`src/rtl/sr_pkg.sv`:
```
// Shared types and constants for the SR flip-flop excitation driver.
// Holds the FSM encoding, the active-low drive levels and the excitation table.
package sr_pkg;

  typedef enum logic [1:0] {
    IDLE  = 2'd0,
    DRIVE = 2'd1,
    CHECK = 2'd2
  } state_t;

  localparam logic ASSERT_N   = 1'b0;
  localparam logic DEASSERT_N = 1'b1;

  typedef struct packed {
    logic s_n;
    logic r_n;
  } sr_drive_t;

  // Excitation table: pulse only the input that moves Q toward the target.
  function automatic sr_drive_t excite(input logic tgt, input logic q);
    sr_drive_t d;
    d.s_n = DEASSERT_N;
    d.r_n = DEASSERT_N;
    if (tgt && !q)      d.s_n = ASSERT_N;
    else if (!tgt && q) d.r_n = ASSERT_N;
    return d;
  endfunction

endpackage

```
`src/rtl/sr_req_fifo.sv`:
```
// DEPTH-entry, 1-bit-wide synchronous request FIFO with show-ahead output.
// Push is ignored when full and pop is ignored when empty.
module sr_req_fifo #(
  parameter int DEPTH = 4
) (
  input  logic clk,
  input  logic rst_n,
  input  logic push,
  input  logic pop,
  input  logic din,
  output logic dout,
  output logic full,
  output logic empty
);

  localparam int AW = $clog2(DEPTH);
  localparam logic [AW:0] FULL_CNT = (AW + 1)'(DEPTH);

  logic [DEPTH-1:0] mem;
  logic [AW-1:0]    wr_ptr;
  logic [AW-1:0]    rd_ptr;
  logic [AW:0]      count;
  logic             do_push;
  logic             do_pop;

  assign do_push = push && !full;
  assign do_pop  = pop && !empty;

  // NOTE: sequential state uses non-blocking assignments so every register
  // samples the pre-edge values, independent of statement order.
  always_ff @(posedge clk or negedge rst_n) begin
    if (!rst_n) begin
      wr_ptr <= '0;
      rd_ptr <= '0;
      count  <= '0;
    end else begin
      if (do_push) wr_ptr <= wr_ptr + 1'b1;
      if (do_pop)  rd_ptr <= rd_ptr + 1'b1;
      case ({do_push, do_pop})
        2'b10:   count <= count + 1'b1;
        2'b01:   count <= count - 1'b1;
        default: count <= count;
      endcase
    end
  end

  // NOTE: the storage array is deliberately not reset; the count and pointers
  // alone decide which entries are valid.
  always_ff @(posedge clk) begin
    if (do_push) mem[wr_ptr] <= din;
  end

  assign dout  = mem[rd_ptr];
  assign full  = (count == FULL_CNT);
  assign empty = (count == '0);

endmodule

```
`src/rtl/sr_excitation_driver.sv`:
```
// Drives the active-low S_N/R_N of a downstream SR flip-flop so its Q follows
// a stream of buffered target bits, and counts results that fail to land.
module sr_excitation_driver
  import sr_pkg::*;
#(
  parameter int DEPTH = 4,
  parameter int CNT_W = 8
) (
  input  logic             clk,
  input  logic             rst_n,
  input  logic             req_valid,
  output logic             req_ready,
  input  logic             req_d,
  output logic             s_n,
  output logic             r_n,
  input  logic             q_fb,
  input  logic             clr_err,
  output logic             busy,
  output logic             err,
  output logic [CNT_W-1:0] err_cnt
);

  localparam logic [CNT_W-1:0] CNT_MAX = '1;
  localparam logic [CNT_W-1:0] CNT_ONE = CNT_W'(1);

  state_t    state;
  logic      tgt;
  logic      fifo_dout;
  logic      fifo_full;
  logic      fifo_empty;
  logic      pop;
  logic      mismatch;
  sr_drive_t drv;

  sr_req_fifo #(.DEPTH(DEPTH)) u_fifo (
    .clk   (clk),
    .rst_n (rst_n),
    .push  (req_valid && req_ready),
    .pop   (pop),
    .din   (req_d),
    .dout  (fifo_dout),
    .full  (fifo_full),
    .empty (fifo_empty)
  );

  assign req_ready = !fifo_full;
  assign pop       = (state == IDLE) && !fifo_empty;
  assign busy      = (state != IDLE) || !fifo_empty;
  assign drv       = excite(fifo_dout, q_fb);
  assign mismatch  = (q_fb != tgt);

  always_ff @(posedge clk or negedge rst_n) begin
    if (!rst_n) begin
      state   <= IDLE;
      tgt     <= 1'b0;
      s_n     <= DEASSERT_N;
      r_n     <= DEASSERT_N;
      err     <= 1'b0;
      err_cnt <= '0;
    end else begin
      case (state)
        IDLE: begin
          if (!fifo_empty) begin
            tgt   <= fifo_dout;
            s_n   <= drv.s_n;
            r_n   <= drv.r_n;
            state <= DRIVE;
          end
        end
        DRIVE: begin
          s_n   <= DEASSERT_N;
          r_n   <= DEASSERT_N;
          state <= CHECK;
        end
        CHECK:   state <= IDLE;
        default: state <= IDLE;
      endcase

      // A mismatch wins over a coincident clear, leaving a fresh count of one.
      if (state == CHECK && mismatch) begin
        err <= 1'b1;
        if (clr_err)                 err_cnt <= CNT_ONE;
        else if (err_cnt != CNT_MAX) err_cnt <= err_cnt + 1'b1;
      end else if (clr_err) begin
        err     <= 1'b0;
        err_cnt <= '0;
      end
    end
  end

endmodule
```
`config.mk`:
```
export PLATFORM = sky130hd
export DESIGN_NAME = sr_excitation_driver
export DESIGN_NICKNAME = d
export VERILOG_FILES = /design/src/rtl/sr_pkg.sv /design/src/rtl/sr_req_fifo.sv /design/src/rtl/sr_excitation_driver.sv
export SDC_FILE = /design/constraint.sdc
export NUM_CORES = 1
export LEC_CHECK = 0
export ABC_AREA = 1
export CORE_UTILIZATION = 48
export DETAILED_ROUTE_END_ITERATION = 16
export GPL_TIMING_DRIVEN = 0
export PLACE_DENSITY = 0.74
export SLEW_MARGIN = 20
export SYNTH_ARGS = -nofsm -noshare
export SYNTH_HDL_FRONTEND = slang
export SYNTH_SLANG_ARGS = --single-unit
```
`constraint.sdc`:
```
create_clock -name clk -period 1.8 [get_ports clk]
set_clock_uncertainty 0.05 [all_clocks]
set_input_delay 0.45 -clock clk [delete_from_list [all_inputs] [get_ports clk]]
set_output_delay 0.45 -clock clk [all_outputs]
set_load 0.1 [all_outputs]
```
==> metrics, run 1 <==
number of synthesis warnings 0; Critical Path Sink Type flip-flop; Routed Antenna Nets 0; Routed WL 2.50 mm; number of H-tree levels 1; Inserted Clock Buffers 3; Final Net Count 203; Sink Count 25; Post-synth EDFFs 4; CTS max path bufs 2; Worst Max-Slew Pin Slew 0.540 ns; Netlist cell types 26; Worst Reg-to-Reg Cells 9; # IOs 19; fraction of registers with async set/reset 0.840; fin crit share 0.987; DRC Markers 0; layout cells sized above 1 0.333; number of synthesized register bits 25; Hold Violations, Final 0; Critical Path RT 1.97 ns; hold slack final 0.00754 ns; Slowest cell on crit path dfrtp_1; placed inst area 1620 µm²; drt initial violations 27; initial core utilization 0.527; first drt pass iteration count 4; WS Path Type flip-flop to flip-flop; Mapped Cells 160; final setup TNS 0 ns; wire length of the first global-routing pass 4.27 mm; Reg clk slew, reported paths 0.14 ns; Non-Filler Cell Area, Final 1670 µm²; Layout area overhead 22.3%; detailed placement HPWL 1.86 mm; Die Ht 55.3 µm; Synth Flop Type dfrtp_1; die area 3060 µm²; Syn Nets 173; crit path time final 1.78 ns; num rows 18; Root Buffer clkbuf_4; vias per cell 4.89; CTS tree done; CP peak stage delay 0.42 ns; core region area 2590 µm²; Util after Layout 0.644; Setup-failing EPs final 0; Worst VDD drop 1.46 mV; largest net degree at the start of global routing 22; final slew viol count 0; Routed WL per cell 11.4 µm; CP cell instances nor2_2 -> nand2_2 -> inv_2 -> ha_4 -> inv_2 -> fa_2 -> a21oi_1 -> o21ai_1 -> xor2_1; Max Fclk 563 MHz; Avg Cell Area, Syn 8.53 µm²; synthesized cell area 1370 µm²; Leakage 0.000815 µW; Port Buf Inserts 18; Hold/Removal Path Class input port to asynchronous set/reset pin; Slew headroom 0.642; cts-stage hold buffer count 0; most used cell, CP inv_2; Max Fanout on Critical Path 4; GRT Overall Usage 0.174; routability cong. 0.874; Worst Path Arrival 1.94 ns; vias in the first global route 964; DR vias 1072; Final WS setup 0.0235 ns; CP startpoint kind flip-flop; antenna cells 0; run status completed; Post-Place Worst Slack -0.383 ns; register area share after synthesis 0.475; Pwr per Cell Area 1670 nW/µm²; GRT Residual Overflow 0; unrepaired setup endpoints after global routing yes; Worst-Skew Late Latency 0.32 ns; initial antenna violation count 0; max-cap violation count 0; Die W 55.3 µm
[registers in the layout (all words and copies together), names as in the netlist, 2 cells and up]
signal,flops
err_cnt,8
u_fifo.mem,4
u_fifo.rd_ptr,2
state,2
u_fifo.wr_ptr,2
u_fifo.count,3
[critical path: cells and delay by family, from the launching register on]
family / cells / cell delay [ns]
AO/OA/AOI/OAI: 2 / 0.20
XOR/XNOR: 1 / 0.15
adder cells (fa/ha/maj): 2 / 0.46
buffers and inverters: 2 / 0.14
flip-flops: 1 / 0.42
AND/OR/NAND/NOR: 2 / 0.25
[final timing paths]
| check | startpoint | end | slack (ns) |
|---|---|---|---|
| setup / recovery | state[0] | u_fifo.count[2] | 0.02 |
| hold / removal | rst_n | state[1] | 0.008 |
| setup reg to reg | state[0] | u_fifo.count[2] | 0.02 |
| hold reg to reg | u_fifo.rd_ptr[1] | u_fifo.rd_ptr[1] | 0.45 |
| max in group asynchronous | rst_n | s_n | 1.35 |
| min in group clk | u_fifo.rd_ptr[1] | u_fifo.rd_ptr[1] | 0.45 |
[cell families (layout without fill, tap and decap cells)]
group                      after synthesis  count (layout)  synth area share
and+or+nand+nor                         75              75             0.264
buffers and inverters                   32              61            0.0898
DFF                                     25              25             0.475
AOI/OAI and AO/OA                       17              17            0.0761
adders and majority gates                7               7            0.0697
xor gates and xnor gates                 4               4            0.0257
[layer usage]
| layer | share of wire | vias up | track usage |
|---|---|---|---|
| met5 | 0 | - | 0 |
| met4 | 0.010 | 0 | 0.0750 |
| met3 | 0.034 | 3 | 0.0258 |
| met2 | 0.45 | 18 | 0.265 |
| met1 | 0.51 | 491 | 0.245 |
| li1 | - | 560 | - |
[per-stage QoR]
| step | instances | total power [µW] |
|---|---|---|
| final | 219 | 2780 |
| after global routing | 219 | 2980 |
| after CTS | 215 | 2700 |
| after detailed placement | 208 | 2400 |
| after global placement | 208 | 2350 |
| after floorplan | 160 | 2090 |
[cell usage in the layout, fill, tap and decap left out, drive strengths merged]
cell type,count
o21ai,9
o211ai,1
ha,6
nor2,23
clkbuf,3
dfstp,2
xnor2,1
clkdlybuf4s50,4
a21oi,6
dfrtp,19
clkinv,1
xor2,3
buf,20
nand3,11
a31oi,1
fa,1
clkdlybuf4s15,1
inv,32
nand4,3
nand2,36
nor3,2
edfxtp,4
[what timing repair did]
item	CTS	global route
pin swaps	0	2
setup endpoints to repair	15	7
buffers inserted	3	4
gates resized for setup	64	8
[cell type report]
| class | instances | area [µm²] |
|---|---|---|
| fillers | 221 | 921 |
| flip-flops and latches | 25 | 657 |
| multi-input cells | 103 | 646 |
| repair buffers | 25 | 179 |
| inverters | 32 | 123 |
| well taps | 30 | 37.5 |
| clock buffers | 3 | 22.5 |
| clock inverters | 1 | 5.00 |
[Yosys cell counts (all sizes together) (2+ instances only)]
library cell	count	share of area
o21ai	9	0.044
xor2	3	0.019
nand2	36	0.12
nor2	23	0.072
nor3	2	0.0073
nand3	11	0.053
ha	6	0.055
dfstp	2	0.038
edfxtp	4	0.088
inv	32	0.090
dfrtp	19	0.35
a21oi	6	0.022
nand4	3	0.014
[power by group]
group	total (µW)	switching, µW	internal [µW]
sequential	906	123	783
clock	254	171	83.3
combinational	1620	1090	531
total	2780	1390	1400
Note: power is estimated with default switching activity, not from simulation.
==> run 2, diff against run 1 <==
--- a/config.mk
+++ b/config.mk
@@ -9,7 +9,8 @@
 export CORE_UTILIZATION = 48
 export DETAILED_ROUTE_END_ITERATION = 16
 export GPL_TIMING_DRIVEN = 0
-export PLACE_DENSITY = 0.74
+export PLACE_DENSITY = 0.79
+export SETUP_SLACK_MARGIN = 0.4
 export SLEW_MARGIN = 20
 export SYNTH_ARGS = -nofsm -noshare
 export SYNTH_HDL_FRONTEND = slang
==> run 2 against run 1 <==
  * The flow now finishes with violations (setup timing)
  * Non-clock buffer count increased by 23
  * Core utilization increased by 20 points
  * Setup slack got worse by 0.028 ns
  * Critical endpoint unchanged
  * Sequential power increased by 7.2%
  * Clock power increased by 2%
==> metrics, run 2 (synthesis gave the netlist of run 1 again) <==
final slew viol count 0; GRT Overall Usage 0.254; # IOs 19; CP cell instances nor2_4 -> nand2_2 -> inv_2 -> ha_4 -> inv_4 -> fa_2 -> a21oi_2 -> o21ai_2 -> xor2_1; Layout area overhead 60.6%; vias per cell 5.28; CP peak stage delay 0.44 ns; Crit path max-delay family adder cells; Die Ht 55.3 µm; Post-Place Cells 208; crit path time final 1.80 ns; unrepaired setup endpoints after global routing yes; number of H-tree levels 1; Hold/Removal Path Class input port to asynchronous set/reset pin; Final Net Count 226; Port Buf Inserts 18; wire length of the first global-routing pass 6.15 mm; Hold Violations, Final 0; violated checks setup timing; Worst VDD drop 1.98 mV; first drt pass iteration count 4; DR vias 1277; Worst-Skew Late Latency 0.32 ns; Die W 55.3 µm; Non-Filler Instances 242; Reg clk slew, reported paths 0.14 ns; WS Path Type flip-flop to flip-flop; most common cell after layout, fill and taps aside nand2_1; Routed WL 3.66 mm; Routed Antenna Nets 0; Largest register FFs 8; layout cells sized above 1 0.505; Slowest cell on crit path dfrtp_1; most frequent cells in the layout nand2_1, buf_4, inv_1, nor2_1, buf_12; largest net degree at the start of global routing 22; Critical Path Sink Type flip-flop; routability cong. 0.819; Setup-failing EPs final 1; R2R Setup Slk -0.004 ns; Routed WL per cell 15.1 µm; run status finished, violations left; Root Buffer clkbuf_4; Inserted Clock Buffers 3; initial core utilization 0.527; CP startpoint kind flip-flop; Worst Max-Slew Pin Slew 0.501 ns; Largest Register err_cnt; detailed placement HPWL 2.06 mm; core region area 2590 µm²; num rows 18; Worst Path Arrival 1.98 ns; fin crit share 1.00; hold slack final 0.0194 ns; Final WS setup -0.00435 ns; Sink Count 25; Critical Path RT 1.97 ns; Slew headroom 0.666; drt initial violations 29; biggest regs err_cnt: 8 flops, u_fifo.mem: 4 flops, u_fifo.count: 3 flops; initial antenna violation count 0; antenna cells 0; CTS max path bufs 2; final setup TNS -0.00435 ns; max-cap violation count 0; Max Fanout on Critical Path 2; Max Fclk 554 MHz; DRC Markers 0; Pwr per Cell Area 1700 nW/µm²; GRT Residual Overflow 0; vias in the first global route 1371; Leakage 0.00102 µW; CTS tree done; die area 3060 µm²; WP buf/inv 2
## run 2: cell types whose count changed in the layout (fill, tap and decap cells not counted), moves of 3 or more
cell / delta
buf_6: +8
a21oi_2: +4
inv_1: -3
nor2_1: -5
nand2_4: +3
a21oi_1: -4
buf_4: +11
dfrtp_2: -6
buf_12: +12
nand2_1: -4
buf_2: -8
dfrtp_4: +7
nor2_4: +5
## run 2: final timing paths
kind,from,endpoint,depth (start not counted)
min in group clk,q_fb,s_n,3
worst min-delay path,rst_n,err_cnt[1],1
max in group asynchronous,rst_n,err_cnt[0],1
worst max-delay path,state[1],u_fifo.count[2],9
worst min register to register,u_fifo.rd_ptr[1],u_fifo.rd_ptr[1],1
worst max register to register,state[1],u_fifo.count[2],9
## run 2: metal layers
metal / global-route usage / wire, µm / up-vias
li1: - / - / 607
met1: 0.258 / 1340 / 619
met2: 0.522 / 2130 / 41
met3: 0.0328 / 109 / 10
met4: 0.0821 / 84 / 0
met5: 0 / 0 / -
## run 2: timing repair
item                       CTS  global route
pin swaps                    6            10
hold buffers                 0             0
buffers inserted            24             6
resized for setup          130            30
setup endpoints to repair   32            30
## run 2: final cells by class
cell class / count / area [µm²]
Sequential cell: 25 / 676
Clock buffer: 4 / 26.3
Tap cell: 30 / 37.5
Inverter: 32 / 133
Fill cell: 132 / 398
Multi-Input combinational cell: 103 / 763
Timing Repair Buffer: 48 / 557
## run 2: per-stage QoR
step                utilization  area, µm²  worst slack (ns)  power [µW]
floorplan                     -       1450            -0.218        2120
global placement          0.645       1670            -0.380        2370
detailed placement        0.645       1670            -0.394        2450
CTS                       0.788       2040            0.0616        3250
global route              0.846       2190           -0.0828        3940
finish                    0.846       2190          -0.00435        3720
## run 2: where the power goes
group / total, µW / leakage, µW / switching (µW) / internal (µW)
logic: 2490 / 0.000726 / 1420 / 1080
clock network: 260 / 0.0000150 / 173 / 86.8
registers: 971 / 0.000284 / 182 / 789
